[src/rtl/lock_pkg.sv]
// Shared definitions for the keypad lock controller: FSM state encoding,
// special key codes and key-classification helpers.
package lock_pkg;

    // FSM state encoding; the numeric values are visible on the state output.
    typedef enum logic [2:0] {
        S_IDLE    = 3'd0,
        S_ENTRY   = 3'd1,
        S_CHECK   = 3'd2,
        S_OPEN    = 3'd3,
        S_LOCKOUT = 3'd4,
        S_NEWPW   = 3'd5
    } lock_state_e;

    // Key codes: 0..9 are digits, 10 is '*', 11 is '#', 12..15 are invalid.
    localparam logic [3:0] KEY_STAR      = 4'd10;
    localparam logic [3:0] KEY_HASH      = 4'd11;
    localparam logic [3:0] DIGIT_MAX     = 4'd9;
    localparam logic [3:0] KEY_VALID_MAX = 4'd11;

    // True for the digit keys 0..9.
    function automatic logic is_digit(input logic [3:0] k);
        return (k <= DIGIT_MAX);
    endfunction

    // True for any key the controller reacts to (digits, '*', '#').
    function automatic logic is_valid_key(input logic [3:0] k);
        return (k <= KEY_VALID_MAX);
    endfunction

endpackage

[src/rtl/lock_ctrl_if.sv]
// Keypad / status bundle between the keypad front end and lock_ctrl.
//
// Handshake: key_flag is a one-cycle strobe with no back-pressure. key_value
// is only meaningful in the cycle where key_flag is 1; it is ignored at all
// other times. The controller never stalls the keypad: every strobe is
// consumed (possibly as a no-op) in the cycle it is presented.
interface lock_ctrl_if;
    logic       key_flag;
    logic [3:0] key_value;
    logic       unlocked;
    logic       alarm;
    logic       err;
    logic       pw_chg;
    logic [3:0] digit_cnt;
    logic [2:0] state;

    // Keypad side: drives key strobes, observes lock status.
    modport master (
        output key_flag, key_value,
        input  unlocked, alarm, err, pw_chg, digit_cnt, state
    );

    // Controller side.
    modport slave (
        input  key_flag, key_value,
        output unlocked, alarm, err, pw_chg, digit_cnt, state
    );
endinterface

[src/rtl/lock_timer.sv]
// Shared down-counter for the lock controller. A load takes priority and
// sets the count; otherwise the count decrements towards zero and holds.
// done_o is high in the single cycle the count sits at 1, so a load of N
// followed by no further loads gives exactly N cycles before the expiry edge.
module lock_timer #(
    parameter int TW = 29
) (
    input  logic          clk,
    input  logic          rst,
    input  logic          load_i,
    input  logic [TW-1:0] load_value_i,
    output logic          done_o
);

    logic [TW-1:0] cnt_q;
    logic [TW-1:0] cnt_d;

    // Next count: load wins, otherwise count down and stop at zero.
    always_comb begin
        cnt_d = cnt_q;
        if (load_i) begin
            cnt_d = load_value_i;
        end else if (cnt_q != '0) begin
            cnt_d = cnt_q - 1'b1;
        end
    end

    // Counter register.
    always_ff @(posedge clk or posedge rst) begin
        if (rst) begin
            cnt_q <= '0;
        end else begin
            cnt_q <= cnt_d;
        end
    end

    assign done_o = (cnt_q == TW'(1));

endmodule

[src/rtl/lock_ctrl.sv]
// Keypad lock controller: collects a passcode, checks it, opens the lock for
// a fixed time, and locks the keypad out after repeated wrong entries.
// Optional feature macro: LOCK_PW_CHANGE_EN enables changing the passcode
// from the OPEN state ('#', new digits, '#'). Without it the passcode is the
// constant DEFAULT_PW and pw_chg is tied low.
module lock_ctrl
    import lock_pkg::*;
#(
    parameter int          PW_LEN          = 4,
    parameter logic [31:0] DEFAULT_PW      = 32'h0000_1234,
    parameter int          MAX_FAIL        = 3,
    parameter int          UNLOCK_CYCLES   = 50_000_000,
    parameter int          LOCKOUT_CYCLES  = 500_000_000,
    parameter int          ENTRY_TO_CYCLES = 250_000_000
) (
    input logic        clk,
    input logic        rst,
    lock_ctrl_if.slave bus
);

    localparam int BW    = 4 * PW_LEN;
    localparam int TMAX1 = (UNLOCK_CYCLES > LOCKOUT_CYCLES) ? UNLOCK_CYCLES : LOCKOUT_CYCLES;
    localparam int TMAX  = (TMAX1 > ENTRY_TO_CYCLES) ? TMAX1 : ENTRY_TO_CYCLES;
    localparam int TW    = $clog2(TMAX + 1);
    localparam int FW    = (MAX_FAIL > 1) ? $clog2(MAX_FAIL + 1) : 1;

    localparam logic [TW-1:0] T_UNLOCK   = TW'(UNLOCK_CYCLES);
    localparam logic [TW-1:0] T_LOCKOUT  = TW'(LOCKOUT_CYCLES);
    localparam logic [TW-1:0] T_ENTRY_TO = TW'(ENTRY_TO_CYCLES);
    localparam logic [3:0]    PW_LEN_C   = 4'(PW_LEN);
    localparam logic [FW-1:0] MAX_FAIL_C = FW'(MAX_FAIL);

    localparam logic [2:0] ST_IDLE    = S_IDLE;
    localparam logic [2:0] ST_ENTRY   = S_ENTRY;
    localparam logic [2:0] ST_CHECK   = S_CHECK;
    localparam logic [2:0] ST_OPEN    = S_OPEN;
    localparam logic [2:0] ST_LOCKOUT = S_LOCKOUT;
`ifdef LOCK_PW_CHANGE_EN
    localparam logic [2:0] ST_NEWPW   = S_NEWPW;
`endif

    logic [2:0]    state_q, state_d;
    logic [BW-1:0] buf_q, buf_d;
    logic [3:0]    cnt_q, cnt_d;
    logic [FW-1:0] fail_q, fail_d;
    logic [FW-1:0] fail_inc;
    logic          unlocked_q, alarm_q, err_q, err_d;
    logic [BW-1:0] pw_val;

    logic          timer_load;
    logic [TW-1:0] timer_val;
    logic          timer_done;

    logic          key_ok, key_dig, key_star, key_hash;
    logic          match;

`ifdef LOCK_PW_CHANGE_EN
    logic [BW-1:0] pw_q, pw_d;
    logic          pw_chg_q, pw_chg_d;
    assign pw_val = pw_q;
`else
    assign pw_val = DEFAULT_PW[BW-1:0];
`endif

    // Key classification; invalid codes 12..15 never count as a key at all.
    assign key_ok   = bus.key_flag && is_valid_key(bus.key_value);
    assign key_dig  = key_ok && is_digit(bus.key_value);
    assign key_star = key_ok && (bus.key_value == KEY_STAR);
    assign key_hash = key_ok && (bus.key_value == KEY_HASH);

    assign match    = (cnt_q == PW_LEN_C) && (buf_q == pw_val);
    assign fail_inc = fail_q + 1'b1;

    lock_timer #(.TW(TW)) u_timer (
        .clk          (clk),
        .rst          (rst),
        .load_i       (timer_load),
        .load_value_i (timer_val),
        .done_o       (timer_done)
    );

    // Main FSM: timer expiry is tested before keys so it wins a collision.
    always_comb begin
        state_d    = state_q;
        buf_d      = buf_q;
        cnt_d      = cnt_q;
        fail_d     = fail_q;
        err_d      = 1'b0;
        timer_load = 1'b0;
        timer_val  = '0;
`ifdef LOCK_PW_CHANGE_EN
        pw_d       = pw_q;
        pw_chg_d   = 1'b0;
`endif
        case (state_q)
            ST_IDLE: begin
                if (key_dig) begin
                    buf_d      = BW'(bus.key_value);
                    cnt_d      = 4'd1;
                    state_d    = ST_ENTRY;
                    timer_load = 1'b1;
                    timer_val  = T_ENTRY_TO;
                end
            end
            ST_ENTRY: begin
                if (timer_done) begin
                    buf_d   = '0;
                    cnt_d   = 4'd0;
                    state_d = ST_IDLE;
                end else if (key_ok) begin
                    timer_load = 1'b1;
                    timer_val  = T_ENTRY_TO;
                    if (key_dig && (cnt_q < PW_LEN_C)) begin
                        buf_d = (buf_q << 4) | BW'(bus.key_value);
                        cnt_d = cnt_q + 1'b1;
                    end else if (key_star) begin
                        buf_d   = '0;
                        cnt_d   = 4'd0;
                        state_d = ST_IDLE;
                    end else if (key_hash) begin
                        state_d = ST_CHECK;
                    end
                end
            end
            ST_CHECK: begin
                buf_d = '0;
                cnt_d = 4'd0;
                if (match) begin
                    fail_d     = '0;
                    state_d    = ST_OPEN;
                    timer_load = 1'b1;
                    timer_val  = T_UNLOCK;
                end else begin
                    err_d  = 1'b1;
                    fail_d = fail_inc;
                    if (fail_inc == MAX_FAIL_C) begin
                        state_d    = ST_LOCKOUT;
                        timer_load = 1'b1;
                        timer_val  = T_LOCKOUT;
                    end else begin
                        state_d = ST_IDLE;
                    end
                end
            end
            ST_OPEN: begin
                if (timer_done || key_star) begin
                    state_d = ST_IDLE;
`ifdef LOCK_PW_CHANGE_EN
                end else if (key_hash) begin
                    buf_d      = '0;
                    cnt_d      = 4'd0;
                    state_d    = ST_NEWPW;
                    timer_load = 1'b1;
                    timer_val  = T_ENTRY_TO;
`endif
                end
            end
            ST_LOCKOUT: begin
                if (timer_done) begin
                    fail_d  = '0;
                    state_d = ST_IDLE;
                end
            end
`ifdef LOCK_PW_CHANGE_EN
            ST_NEWPW: begin
                if (timer_done) begin
                    buf_d   = '0;
                    cnt_d   = 4'd0;
                    state_d = ST_IDLE;
                end else if (key_ok) begin
                    timer_load = 1'b1;
                    timer_val  = T_ENTRY_TO;
                    if (key_dig && (cnt_q < PW_LEN_C)) begin
                        buf_d = (buf_q << 4) | BW'(bus.key_value);
                        cnt_d = cnt_q + 1'b1;
                    end else if (key_star || key_hash) begin
                        if (key_hash && (cnt_q == PW_LEN_C)) begin
                            pw_d     = buf_q;
                            pw_chg_d = 1'b1;
                        end
                        buf_d   = '0;
                        cnt_d   = 4'd0;
                        state_d = ST_IDLE;
                    end
                end
            end
`endif
            default: begin
                buf_d   = '0;
                cnt_d   = 4'd0;
                state_d = ST_IDLE;
            end
        endcase
    end

    // State, entry buffer, fail counter and registered status outputs.
    always_ff @(posedge clk or posedge rst) begin
        if (rst) begin
            state_q    <= ST_IDLE;
            buf_q      <= '0;
            cnt_q      <= 4'd0;
            fail_q     <= '0;
            unlocked_q <= 1'b0;
            alarm_q    <= 1'b0;
            err_q      <= 1'b0;
        end else begin
            state_q    <= state_d;
            buf_q      <= buf_d;
            cnt_q      <= cnt_d;
            fail_q     <= fail_d;
            unlocked_q <= (state_d == ST_OPEN);
            alarm_q    <= (state_d == ST_LOCKOUT);
            err_q      <= err_d;
        end
    end

`ifdef LOCK_PW_CHANGE_EN
    // Stored passcode; reset always restores the factory value.
    always_ff @(posedge clk or posedge rst) begin
        if (rst) begin
            pw_q     <= DEFAULT_PW[BW-1:0];
            pw_chg_q <= 1'b0;
        end else begin
            pw_q     <= pw_d;
            pw_chg_q <= pw_chg_d;
        end
    end
    assign bus.pw_chg = pw_chg_q;
`else
    assign bus.pw_chg = 1'b0;
`endif

    assign bus.unlocked  = unlocked_q;
    assign bus.alarm     = alarm_q;
    assign bus.err       = err_q;
    assign bus.digit_cnt = cnt_q;
    assign bus.state     = state_q;

endmodule

[src/flat_wrapper.sv]
// flat-port wrapper written by rule: the top's interface ports become plain ports
module lock_ctrl_flat import lock_pkg::*;
#(
    parameter int          PW_LEN          = 4,
    parameter logic [31:0] DEFAULT_PW      = 32'h0000_1234,
    parameter int          MAX_FAIL        = 3,
    parameter int          UNLOCK_CYCLES   = 50_000_000,
    parameter int          LOCKOUT_CYCLES  = 500_000_000,
    parameter int          ENTRY_TO_CYCLES = 250_000_000
)
  (clk, rst, bus_key_flag, bus_key_value, bus_unlocked, bus_alarm, bus_err, bus_pw_chg, bus_digit_cnt, bus_state);
  lock_ctrl_if bus_i ();
  input logic clk;
  input logic rst;
  input wire logic [$bits(bus_i.key_flag)-1:0] bus_key_flag;
  input wire logic [$bits(bus_i.key_value)-1:0] bus_key_value;
  output wire logic [$bits(bus_i.unlocked)-1:0] bus_unlocked;
  output wire logic [$bits(bus_i.alarm)-1:0] bus_alarm;
  output wire logic [$bits(bus_i.err)-1:0] bus_err;
  output wire logic [$bits(bus_i.pw_chg)-1:0] bus_pw_chg;
  output wire logic [$bits(bus_i.digit_cnt)-1:0] bus_digit_cnt;
  output wire logic [$bits(bus_i.state)-1:0] bus_state;
  assign bus_i.key_flag = bus_key_flag;
  assign bus_i.key_value = bus_key_value;
  assign bus_unlocked = bus_i.unlocked;
  assign bus_alarm = bus_i.alarm;
  assign bus_err = bus_i.err;
  assign bus_pw_chg = bus_i.pw_chg;
  assign bus_digit_cnt = bus_i.digit_cnt;
  assign bus_state = bus_i.state;
  lock_ctrl #(.PW_LEN(PW_LEN), .DEFAULT_PW(DEFAULT_PW), .MAX_FAIL(MAX_FAIL), .UNLOCK_CYCLES(UNLOCK_CYCLES), .LOCKOUT_CYCLES(LOCKOUT_CYCLES), .ENTRY_TO_CYCLES(ENTRY_TO_CYCLES)) u_core (.clk(clk), .rst(rst), .bus(bus_i));
endmodule
[config.mk]
export PLATFORM = sky130hd
export DESIGN_NAME = lock_ctrl_flat
export DESIGN_NICKNAME = d
export VERILOG_FILES = /design/src/rtl/lock_pkg.sv /design/src/rtl/lock_ctrl_if.sv /design/src/rtl/lock_timer.sv /design/src/rtl/lock_ctrl.sv /design/src/flat_wrapper.sv
export SDC_FILE = /design/constraint.sdc
export NUM_CORES = 1
export LEC_CHECK = 0
export ABC_AREA = 1
export BUFFER_PORTS_ARGS = -buffer_cell sky130_fd_sc_hd__buf_2
export CAP_MARGIN = 20
export CELL_PAD_IN_SITES_DETAIL_PLACEMENT = 1
export CELL_PAD_IN_SITES_GLOBAL_PLACEMENT = 2
export CORE_UTILIZATION = 38
export CTS_CLUSTER_DIAMETER = 200
export DETAILED_ROUTE_END_ITERATION = 8
export HOLD_SLACK_MARGIN = 0.08
export PLACE_DENSITY = 0.95
export SLEW_MARGIN = 20
export SYNTH_ARGS = -nofsm -noshare
export SYNTH_HDL_FRONTEND = slang
export SYNTH_HIERARCHICAL = 1
export SYNTH_SLANG_ARGS = --single-unit
[constraint.sdc]
create_clock -name clk -period 6.3 [get_ports clk]
set_input_delay 1.89 -clock clk [delete_from_list [all_inputs] [get_ports clk]]
set_output_delay 1.89 -clock clk [all_outputs]
set_load 0.01 [all_outputs]
# Word-level counts from Yosys, hierarchy flattened
# Cells that the tools add are included.
[classes]
add_sub_neg = 3
n_lt_le_gt_ge = 3
eq_ne = 16
mux = 42
bitwise = 2
reduce_logical = 14
[ops]
columns = ["cell", "count"]
rows = [
  ["29-bit two-way mux", 5],
  ["29-bit one-hot mux with 3 select lines", 1],
  ["16-bit two-way mux", 5],
  ["28-bit two-way mux", 2],
  ["16-bit one-hot mux with 3 select lines", 1],
  ["3-bit two-way mux", 10],
  ["29-bit by 1-bit equality test with 1-bit output, second input constant", 1],
  ["29-bit nonzero test", 1],
  ["29-bit by 1-bit subtractor with 29-bit output, second input constant", 1],
  ["4-bit two-way mux", 5],
  ["16-bit by 13-bit equality test with 1-bit output, second input constant", 1],
  ["16-bit by 4-bit OR with 16-bit output", 1],
  ["3-bit one-hot mux with 5 select lines", 1],
  ["4-bit one-hot mux with 3 select lines", 1],
  ["3-bit by 2-bit equality test with 1-bit output, second input constant", 3],
  ["4-bit equality test, second input constant", 2],
  ["4-bit less-or-equal comparator, second input constant", 2],
  ["1-bit two-way mux", 7],
  ["3-bit equality test, second input constant", 2],
  ["1-bit logical AND", 6],
  ["4-bit by 1-bit adder with 4-bit output, second input constant", 1],
  ["4-bit by 3-bit equality test with 1-bit output, second input constant", 1],
  ["4-bit by 3-bit less-than comparator with 1-bit output, second input constant", 1],
  ["2-bit two-way mux", 2],
  ["15 further kinds", 17],
]
[totals]
regBits = 57
word_cells = 88

# Logic depth before layout (Yosys ltp)
# Gate-level depths: netlist of run 1.
[depth]
word_depth = 10
mapped_depth = 19
depth_no_buf = 18

# Cells and area by module
# The synthesis of run 1 kept the hierarchy.
[modules_own_cells]
columns = ["mod", "instances", "cells_per_inst", "area_each_um2"]
rows = [
  ["lock_timer", 1, 323, 2138.3],
  ["lock_ctrl", 1, 208, 1487.7],
]

# Least setup slack after synthesis of run 1
# OpenSTA, ideal clock, no wires.
[synth_timing]
kind = "input to register"
startpoint = "in bus_key_value[3]"
endpoint = "reg u_core.u_timer.cnt_q[10]"
arrival_time_ns = 3.408
required_ns = 6.183
setup_slack_ns = 2.775
stages = 14
path_buffers = 1
path_cell_list = "nand2_1 -> nand3_1 -> nor2_1 -> a31oi_1 -> nand3_1 -> inv_2 -> nand3_1 -> nor2_2 -> nand2_4 -> nor2_8 -> buf_6 -> nor2_1 -> o21ai_1 -> inv_1"
[synth_via]
elab_chain_cells = 6
word_cells_on_any_way = 10
classes_between = "order compare: 2; mux: 5; reduce/logical: 3"
[synth_lines]
columns = ["item", "line", "text"]
rows = [
  ["start: declaration", "flat_wrapper.sv:16", "input wire logic [$bits(bus_i.key_value)-1:0] bus_key_value;"],
  ["4-bit less-or-equal comparator", "lock_pkg.sv:28", "return (k <= KEY_VALID_MAX);"],
  ["1-bit logical AND", "lock_ctrl.sv:66", "assign key_ok = bus.key_flag && is_valid_key(bus.key_value);"],
  ["1-bit two-way mux / 1-bit logical AND (equally long branches)", "lock_ctrl.sv:110, lock_ctrl.sv:67", ""],
  ["1-bit two-way mux (on tied branches)", "lock_ctrl.sv:106, lock_ctrl.sv:97", ""],
  ["1-bit one-hot mux with 3 select lines (*)", "lock_ctrl.sv:95", "case (state_q)"],
  ["via u_core.timer_load", "lock_ctrl.sv:50", "logic timer_load;"],
  ["29-bit two-way mux / 2-bit nonzero test (equally long branches)", "-", ""],
  ["end signal: assignment", "lock_timer.sv:33", "cnt_q <= cnt_d;"],
  ["end: declaration", "lock_timer.sv:15", "logic [TW-1:0] cnt_q;"],
]
# Mark *: on every way through the listed nets, which the timed path passes. The rest lies on a longest branch.
# A chain may end at the register's enable or synchronous reset.

# Worst setup path in the final report of run 1
[layout_timing]
startpoint = "reg u_core.u_timer.cnt_q[16]"
endpoint = "reg u_core.u_timer.cnt_q[7]"
[layout_via]
elab_chain_cells = 4
word_cells_on_any_way = 8
classes_between = "eq/ne: 1; mux: 5; reduce/logical: 2"
[layout_lines]
columns = ["item", "line", "text"]
rows = [
  ["29-bit by 1-bit equality test with 1-bit output (*)", "lock_timer.sv:37", "assign done_o = (cnt_q == TW'(1));"],
  ["via u_core.timer_done", "lock_ctrl.sv:52", "logic timer_done;"],
  ["1-bit two-way mux (*)", "lock_ctrl.sv:106", "if (timer_done) begin"],
  ["1-bit one-hot mux with 3 select lines (*)", "lock_ctrl.sv:95", ""],
  ["via u_core.timer_load", "lock_ctrl.sv:50", ""],
  ["29-bit two-way mux / 2-bit nonzero test (equally long branches)", "-", ""],
]
# Marks and branches as above.

==> metrics.yaml, run 1 <==
route:
  routed.top_layer: "met4"
  vias: 3400
  drtAntennaViolNets: 0
  met2_length_mm: 5.35
  met1_length_mm: 4.50
  met3WireLength_microns: 216
  vias_per_cell: 4.91
  drt_wl_total_mm: 10.2
  dr.pass1.iters: 4
  dr.first_iter.drc_count: 162
  wl_per_cell_microns: 14.7
  drc: 0
logic_synthesis:
  syn_inst: 531
  yosysTopAreaCell: "dfrtp_1"
  synth_area_leaders: "dfrtp_1 (39%), nand2_1 (15%), nor2_1 (10%)"
  seq_area_frac_synth_pct: 39.3
  syn_area_sq_mm: 0.00363
  yosysWarnings: 6
  avgSynthCellArea_sq_um: 6.83
  synth.top_cell.area_share_pct: 39.3
  synth_cell_types: 32
  ys_ff_latch: 57
die:
  start_util_pct: 39.2
  ios: 18
  core_area_sq_mm: 0.00924
  fp.dieH_microns: 99.7
  rows: 35
  die_area_sq_mm: 0.00994
  die_x_microns: 99.7
setup_path:
  crit_top_cell: "nand3_1"
  slowest_delay_ns: 0.74
  endpoint_kind: "register"
  crit_cells: 18
  r2r-start: "u_core/u_timer/cnt_q[16]$_DFFE_PP0P_"
  path_cells: "nor2_1, nand2_1, nor2_1, nand3_1, nor4_1, inv_1, nand2_2, nor2_4, a31oi_1, nand3_1, inv_2, nand3_1, nor2_2, nand2_4, nor2_8, inv_2, o21ai_0, a21oi_1"
  cp-endpoint: "u_core/u_timer/cnt_q[7]$_DFFE_PP0P_"
  cp_num_buf_inv: 3
  worst_ep_arrival_time_ns: 4.70
  cp_max_fo: 22
  r2r_end: "u_core/u_timer/cnt_q[7]$_DFFE_PP0P_"
  r2r_cells: 18
  path_delay_family: "simple AND/OR/NAND/NOR gates"
  crit_path_start_kind: "register"
  crit_type: "reg -> reg"
  ff2ff_setup_slack_ns: 1.80
  cp.required_ns: 6.49
  crit_path_start: "u_core/u_timer/cnt_q[16]$_DFFE_PP0P_"
  cpMaxStageDelayCell: "nor4_1"
sta:
  min_period_over_period_pct: 71.5
  max_freq_ghz: 0.222
  finClkSkew_ns: 0.00800
  setup_tns_ns: 0
  worst_hold_slack_ns: 0.483
  worstMarginPinSlew_ns: 0.949
  setup_viol: 0
  slew_violations: 0
  finalHoldViolCount: 0
  finalWorstSetupSlack_ns: 1.80
  rsz0062_at_grt: "false"
  period_needed_ns: 4.50
  maxSlewHeadroom_pct: 36.2
clock_network:
  htree_levels: 3
  clkLatencyLatePin_ns: 0.34
  ctsHoldBuffers: 0
  cts_tree: "done"
  cts_buffers: 9
  clock_tree.root_cell: "clkbuf_8"
  cts_resized: 0
  cts_sinks: 57
  cts_setup_buffers: 0
  path_clk_slew_ns: 0.07
  clock_path_buffers: 2
placement:
  io_buffers: 16
  dp_slack_ns: 1.78
  dp.cells: 676
  gp_congestion: 0.840
  hpwl_mm: 7.62
global_routing:
  gr-usage-all-layers_pct: 23.4
  grt_max_degree: 45
  grt-ovfl-total: 0
  grt_first_pass_wirelength_mm: 18.0
  antenna_found_initial: 0
  grt_pass1_vias: 3705
finish:
  layout_commonest_cell: "nand2_1"
  fin_util_pct: 44.3
  nets: 571
  drive_above_1_share_pct: 11.5
  layout_common_cells: "nand2_1 (148), nor2_1 (99), inv_1 (67)"
  diodes: 0
  synthToLayoutAreaGrowth_pct: 12.9
  final_cells: 692
power:
  p_per_area_mw_per_mm2: 459
  p_leak_uw: 0.00222
  ir_drop_mv: 0.154
job:
  drv_cap: 0
hold_path:
  hold_class: "reg -> reg"
run_status:
  status: "finished clean"
==> worst register-to-register path, stage by stage, from the launching register on <==
cell and delay, ns:
dfrtp_1 0.44, nor2_1 0.19, nand2_1 0.17, nor2_1 0.18, nand3_1 0.12, nor4_1 0.74
inv_1 0.18, nand2_2 0.13, nor2_4 0.06, a31oi_1 0.42, nand3_1 0.58, inv_2 0.20
nand3_1 0.11, nor2_2 0.13, nand2_4 0.08, nor2_8 0.29, inv_2 0.16, o21ai_0 0.11
a21oi_1 0.07
==> registers in the layout, indices dropped and copies added (netlist names) <==
signal                cells
u_core/buf_q             16
u_core/bus.alarm          1
u_core/bus.unlocked       1
u_core/bus.err            1
u_core/u_timer/cnt_q     29
u_core/bus.digit_cnt      4
u_core/fail_q             2
u_core/bus.state          3
==> area by class of cell <==
cell class / instances / area (sq um)
clock inverter: 5 / 77.6
fill: 1223 / 5150
timing repair buffer: 19 / 123
clock buffer: 11 / 151
sequential: 57 / 1430
tap: 129 / 161
multi-input combinational: 398 / 1880
inverter: 73 / 274
==> report_power, final <==
group | internal [uW] | total [uW] | switching (uW)
registers | 515 | 677 | 162
clock network | 243 | 401 | 158
logic | 272 | 800 | 528
==> per-stage QoR <==
| stage | area [sq um] | total power (uW) |
|---|---|---|
| 4_1_cts | 4090 | 1910 |
| 5_1_grt | 4090 | 2070 |
| 3_5_place_dp | 3860 | 1490 |
| 3_3_place_gp | 3840 | 1440 |
| 2_1_floorplan | 3660 | 1260 |
| 6_report | 4090 | 1880 |
==> how the worst min path moves through the flow <==
stage | startpoint | end | slack [ns] | cells past startpoint
4_1_cts | u_core/buf_q[15]$_DFFE_PP0P_ | u_core/buf_q[15]$_DFFE_PP0P_ | 0.48 | 2
6_report | u_core/buf_q[15]$_DFFE_PP0P_ | u_core/buf_q[15]$_DFFE_PP0P_ | 0.48 | 2
3_3_place_gp | u_core/buf_q[15]$_DFFE_PP0P_ | u_core/buf_q[15]$_DFFE_PP0P_ | 0.46 | 2
2_1_floorplan | u_core/buf_q[12]$_DFFE_PP0P_ | u_core/buf_q[12]$_DFFE_PP0P_ | 0.44 | 2
3_5_place_dp | u_core/buf_q[15]$_DFFE_PP0P_ | u_core/buf_q[15]$_DFFE_PP0P_ | 0.46 | 2
5_1_grt | u_core/buf_q[13]$_DFFE_PP0P_ | u_core/buf_q[13]$_DFFE_PP0P_ | 0.53 | 2
==> cells by family (layout without fill, tap and decap cells) <==
family	after synthesis	in the layout	share of synthesized area (%)
XOR/XNOR	8	8	1.93
adder cells (fa/ha/maj)	6	6	2.07
other	1	9	0.103
buffers and inverters	84	108	9.63
flip-flops	57	57	39.3
AO/OA/AOI/OAI	48	48	7.14
AND/OR/NAND/NOR	327	327	39.8
==> Yosys cell counts <==
cell type / instances
a211oi_1: 2
a21oi_1: 17
a21oi_2: 2
a31oi_1: 1
and2_1: 1
buf_4: 3
buf_6: 3
clkbuf_1: 5
clkinv_1: 1
conb_1: 1
dfrtp_1: 57
ha_1: 6
inv_1: 67
inv_2: 5
nand2_1: 148
nand2_2: 5
nand2_4: 3
nand3_1: 41
nand3b_1: 2
nand4_1: 9
nor2_1: 99
nor2_2: 8
nor2_4: 5
nor2_8: 2
nor3_1: 3
nor4_1: 1
o211ai_1: 1
o21a_1: 1
o21ai_0: 21
o21ai_1: 3
xnor2_1: 1
xor2_1: 7
==> routing by layer <==
metal	vias up	GRT usage, %
met4	0	7.24
met1	1661	27.6
li1	1693	-
met5	-	0
met2	39	42.9
met3	7	4.08
Power figures use the tool's default switching activity.
==> run 2: changes to the inputs <==
Settings changed: CORE_UTILIZATION 38 to 35, PLACE_DENSITY 0.95 to 0.89.
Clock period 6.3 ns to 4.5 ns, I/O delays scaled along.
==> metrics.yaml, run 2 (synthesis gave the netlist of run 1 again) <==
die:
  core_area_sq_mm: 0.00991
  ios: 18
  fp.dieH_microns: 104
  die_area_sq_mm: 0.0108
  die_x_microns: 104
  rows: 36
  start_util_pct: 36.6
setup_path:
  path_delay_family: "simple AND/OR/NAND/NOR gates"
  crit_path_start_kind: "register"
  r2r_cells: 20
  path_cells: "nor2_1, nand2_1, nor2_1, nand3_1, nor4_1, buf_4, inv_1, nand2_2, nor2_4, a31oi_1, nand3_1, buf_4, inv_2, nand3_1, nor2_2, nand2_4, nor2_8, inv_2, o21ai_0, a21oi_1"
  cp_num_buf_inv: 5
  cp_max_fo: 22
  crit_type: "reg -> reg"
  endpoint_kind: "register"
  crit_top_cell: "nand3_1"
  cp.required_ns: 4.72
  slowest_delay_ns: 0.46
  worst_ep_arrival_time_ns: 3.82
  crit_cells: 20
  cpMaxStageDelayCell: "dfrtp_1"
hold_path:
  hold_depth: 2
  hold_class: "reg -> reg"
sta:
  finalHoldViolCount: 0
  min_period_over_period_pct: 80.0
  finClkSkew_ns: 0.00911
  max_freq_ghz: 0.278
  setup_viol: 0
  worstMarginPinSlew_ns: 0.554
  worst_hold_slack_ns: 0.486
  slew_violations: 0
  setup_tns_ns: 0
  period_needed_ns: 3.60
  rsz0062_at_grt: "false"
  maxSlewHeadroom_pct: 63.0
finish:
  multi_input_area_sq_mm: 0.00188
  final_cells: 698
  layout_common_cells: "nand2_1 (148), nor2_1 (99), inv_1 (67)"
  drive_above_1_share_pct: 11.9
  layout_commonest_cell: "nand2_1"
  fill_cells: 1326
  largest-register: "u_core/u_timer/cnt_q"
  diodes: 0
  nets: 573
  synthToLayoutAreaGrowth_pct: 14.0
  largest_register_ff_count: 29
  seq_area_sq_mm: 0.00143
global_routing:
  antenna_found_initial: 0
  grt_first_pass_wirelength_mm: 17.1
  grt_pass1_vias: 3575
  grt-ovfl-total: 0
  gr-usage-all-layers_pct: 19.9
  grt_max_degree: 45
clock_network:
  cts_tree: "done"
  htree_levels: 3
  path_clk_slew_ns: 0.08
  ctsHoldBuffers: 0
  cts_setup_buffers: 0
  cts_resized: 0
  cts_buffers: 9
  clock_path_buffers: 2
  clock_tree.root_cell: "clkbuf_8"
  clkLatencyLatePin_ns: 0.34
  cts_sinks: 57
job:
  drv_cap: 0
power:
  p_leak_uw: 0.00224
  swShare_pct: 45.0
  ir_drop_mv: 0.208
  clock_power_share_pct: 22.7
  internal_power_uw: 1480
  switchingPower_uw: 1210
  combPwrFrac_pct: 41.8
  p_per_area_mw_per_mm2: 651
  seq_power_share_pct: 35.5
route:
  dr.pass1.iters: 5
  dr.first_iter.drc_count: 143
  wl_per_cell_microns: 14.4
  vias_per_cell: 4.89
  drc: 0
  vias: 3416
  drt_wl_total_mm: 10.0
  drtAntennaViolNets: 0
run_status:
  status: "finished clean"
placement:
  hpwl_mm: 7.64
  io_buffers: 16
  gp_congestion: 0.845
  dp.cells: 682
## run 2: power groups by stage
stage	clock network (uW)	registers, uW	logic, uW
global placement	0	951	1090
finish	611	955	1120
global route	647	983	1290
floorplan	0	897	869
CTS	627	954	1140
detailed placement	0	960	1130
## run 2: layout make-up
type | count | share of cell area (%)
repair buffers | 21 | 3.33
inverters | 73 | 6.63
flip-flops and latches | 57 | 34.5
clock inverters | 7 | 3.03
multi-input cells | 398 | 45.5
clock buffers | 9 | 3.00
well taps | 133 | 4.03
## run 2: final timing paths
kind	startpoint	endpoint	slack (ns)
worst min register to register	u_core/buf_q[15]$_DFFE_PP0P_	u_core/buf_q[15]$_DFFE_PP0P_	0.49
worst min-delay path	u_core/buf_q[15]$_DFFE_PP0P_	u_core/buf_q[15]$_DFFE_PP0P_	0.49
min in group asynchronous	rst	u_core/buf_q[8]$_DFFE_PP0P_	1.05
max in group asynchronous	rst	u_core/bus.state[2]$_DFF_PP0_	2.96
worst max register to register	u_core/u_timer/cnt_q[16]$_DFFE_PP0P_	u_core/u_timer/cnt_q[26]$_DFFE_PP0P_	0.90
worst max-delay path	u_core/u_timer/cnt_q[16]$_DFFE_PP0P_	u_core/u_timer/cnt_q[26]$_DFFE_PP0P_	0.90
## run 2: layer usage
metal | wire (microns) | up-vias | part of all wire [%] | GRT usage [%]
met5 | 0 | - | 0 | 0
met4 | 150 | 0 | 1.5 | 7.14
met3 | 209 | 12 | 2.1 | 2.27
met2 | 5060 | 43 | 50 | 35.3
met1 | 4620 | 1664 | 46 | 24.8
li1 | - | 1697 | - | -
## run 2: through the flow
step	total power (uW)	setup slack [ns]	util [%]	instance area, sq um
floorplan	1770	1.49	-	3660
global placement	2040	0.989	38.9	3860
detailed placement	2090	0.855	39.2	3880
CTS	2720	0.878	41.7	4130
global route	2920	0.449	41.7	4130
finish	2690	0.898	41.7	4130
## run 2: worst register-to-register path: cells and delay by family, from the launching register on
kind                   cells  cell delay (ns)
and+or+nand+nor           12             1.73
buffers and inverters      5             0.71
AOI/OAI and AO/OA          3             0.60
DFF                        1             0.46
==> run 3: changes to the inputs <==
Clock period 4.5 ns to 3.5 ns, I/O delays scaled along.
==> metrics.yaml, run 3 (synthesis gave the netlist of run 1 again) <==
setup_path:
  cp_max_fo: 16
  worst_ep_arrival_time_ns: 3.37
  cp.required_ns: 3.72
  crit_path_start: "u_core/u_timer/cnt_q[12]$_DFFE_PP0P_"
  cp_num_buf_inv: 4
  r2r-start: "u_core/u_timer/cnt_q[12]$_DFFE_PP0P_"
  crit_path_start_kind: "register"
  slowest_delay_ns: 0.43
  path_delay_family: "simple AND/OR/NAND/NOR gates"
  path_cells: "nor2_1, nand2_1, nor2_1, nand3_1, nor4_1, buf_4, inv_1, nand2_2, nor2_4, a31oi_1, nand3_1, inv_2, nand3_1, nor2_2, nand2_4, nor2_8, inv_2, o21ai_0, a21oi_1"
  crit_type: "reg -> reg"
  crit_top_cell: "nand3_1"
  endpoint_kind: "register"
  cpMaxStageDelayCell: "dfrtp_1"
global_routing:
  grt-ovfl-total: 0
  grt_first_pass_wirelength_mm: 17.5
  antenna_found_initial: 0
  grt_pass1_vias: 3503
  gr-usage-all-layers_pct: 20.5
  grt_max_degree: 45
finish:
  drive_above_1_share_pct: 12.2
  fin_util_pct: 40.9
  layout_common_cells: "nand2_1 (148), nor2_1 (99), inv_1 (67)"
  fin_area_sq_mm: 0.00405
  largest-register: "u_core/u_timer/cnt_q"
  nets: 575
  synthToLayoutAreaGrowth_pct: 11.7
  fill_cells: 1323
  largest_register_ff_count: 29
  diodes: 0
  layout_commonest_cell: "nand2_1"
clock_network:
  cts_resized: 0
  cts_buffers: 9
  cts_setup_buffers: 0
  clock_path_buffers: 2
  clock_tree.root_cell: "clkbuf_8"
  htree_levels: 3
  cts_sinks: 57
  ctsHoldBuffers: 0
  clkLatencyLatePin_ns: 0.35
  cts_tree: "done"
  path_clk_slew_ns: 0.08
route:
  vias: 3378
  drt_wl_total_mm: 10.2
  met3WireLength_microns: 253
  wl_per_cell_microns: 14.6
  vias_per_cell: 4.83
  drc: 0
  routed.top_layer: "met4"
  dr.first_iter.drc_count: 151
  dr.pass1.iters: 4
  drtAntennaViolNets: 0
  met1_length_mm: 4.80
  met2_length_mm: 5.01
sta:
  worst_hold_slack_ns: 0.479
  setup_viol: 0
  max_freq_ghz: 0.317
  period_needed_ns: 3.16
  rsz0062_at_grt: "false"
  finalHoldViolCount: 0
  finClkSkew_ns: 0.0128
  slew_violations: 0
  min_period_over_period_pct: 90.2
  setup_tns_ns: 0
  maxSlewHeadroom_pct: 64.4
  worstMarginPinSlew_ns: 0.530
placement:
  post_dp_cell_area_sq_mm: 0.00388
  gp_congestion: 0.817
  io_buffers: 16
  hpwl_mm: 7.59
power:
  combPwrFrac_pct: 45.5
  p_per_area_mw_per_mm2: 801
  seq_power_share_pct: 37.6
  p_leak_uw: 0.00220
  ir_drop_mv: 0.307
  clock_power_share_pct: 17.0
  switchingPower_uw: 1560
  internal_power_uw: 1680
  swShare_pct: 48.1
die:
  core_area_sq_mm: 0.00991
  die_x_microns: 104
  ios: 18
  die_area_sq_mm: 0.0108
  rows: 36
  start_util_pct: 36.6
  fp.dieH_microns: 104
hold_path:
  hold_class: "reg -> reg"
  hp-start: "u_core/buf_q[13]$_DFFE_PP0P_"
run_status:
  status: "finished clean"
job:
  drv_cap: 0
-- run 3: path summary, 6_finish.rpt --
kind	to	slack [ns]	cells past startpoint
worst max register to register	u_core/u_timer/cnt_q[5]$_DFFE_PP0P_	0.34	19
worst max-delay path	u_core/u_timer/cnt_q[5]$_DFFE_PP0P_	0.34	19
worst min register to register	u_core/buf_q[13]$_DFFE_PP0P_	0.48	2
worst min-delay path	u_core/buf_q[13]$_DFFE_PP0P_	0.48	2
min in group asynchronous	u_core/buf_q[6]$_DFFE_PP0P_	0.78	3
max in group asynchronous	u_core/u_timer/cnt_q[19]$_DFFE_PP0P_	2.42	3
-- run 3: routing by layer --
metal / vias to the layer above / global-route usage [%]
li1: 1700 / -
met4: 0 / 6.43
met3: 8 / 3.84
met5: - / 0
met2: 38 / 34.4
met1: 1632 / 26.6
-- run 3: layout make-up --
class | count | area, sq um | area share [%]
Tap cell | 133 | 166 | 4.11
Clock buffer | 9 | 124 | 3.06
Clock inverter | 7 | 47.5 | 1.17
Inverter | 73 | 274 | 6.76
Sequential cell | 57 | 1430 | 35.2
Multi-Input combinational cell | 398 | 1880 | 46.4
Timing Repair Buffer | 23 | 133 | 3.27
-- run 3: power by group through the flow --
stage	clock network [uW]	logic [uW]	registers (uW)
finish	550	1470	1220
global route	604	1680	1260
CTS	574	1490	1220
detailed placement	0	1480	1230
global placement	0	1430	1210
floorplan	0	1120	1150
-- run 3: worst reg2reg max path, delay by kind of cell (launching register included) --
kind	cells	cell delay (ns)
AO/OA/AOI/OAI	3	0.40
AND/OR/NAND/NOR	12	1.69
buffers and inverters	4	0.51
flip-flops	1	0.43
-- run 3: through the flow --
stage / setup slack, ns / total power (uW) / instances
final: 0.343 / 3240 / 700
after CTS: 0.319 / 3280 / 700
after global routing: 0.0115 / 3540 / 700
after detailed placement: 0.343 / 2700 / 684
after floorplan: 0.486 / 2270 / 539
after global placement: 0.469 / 2640 / 684
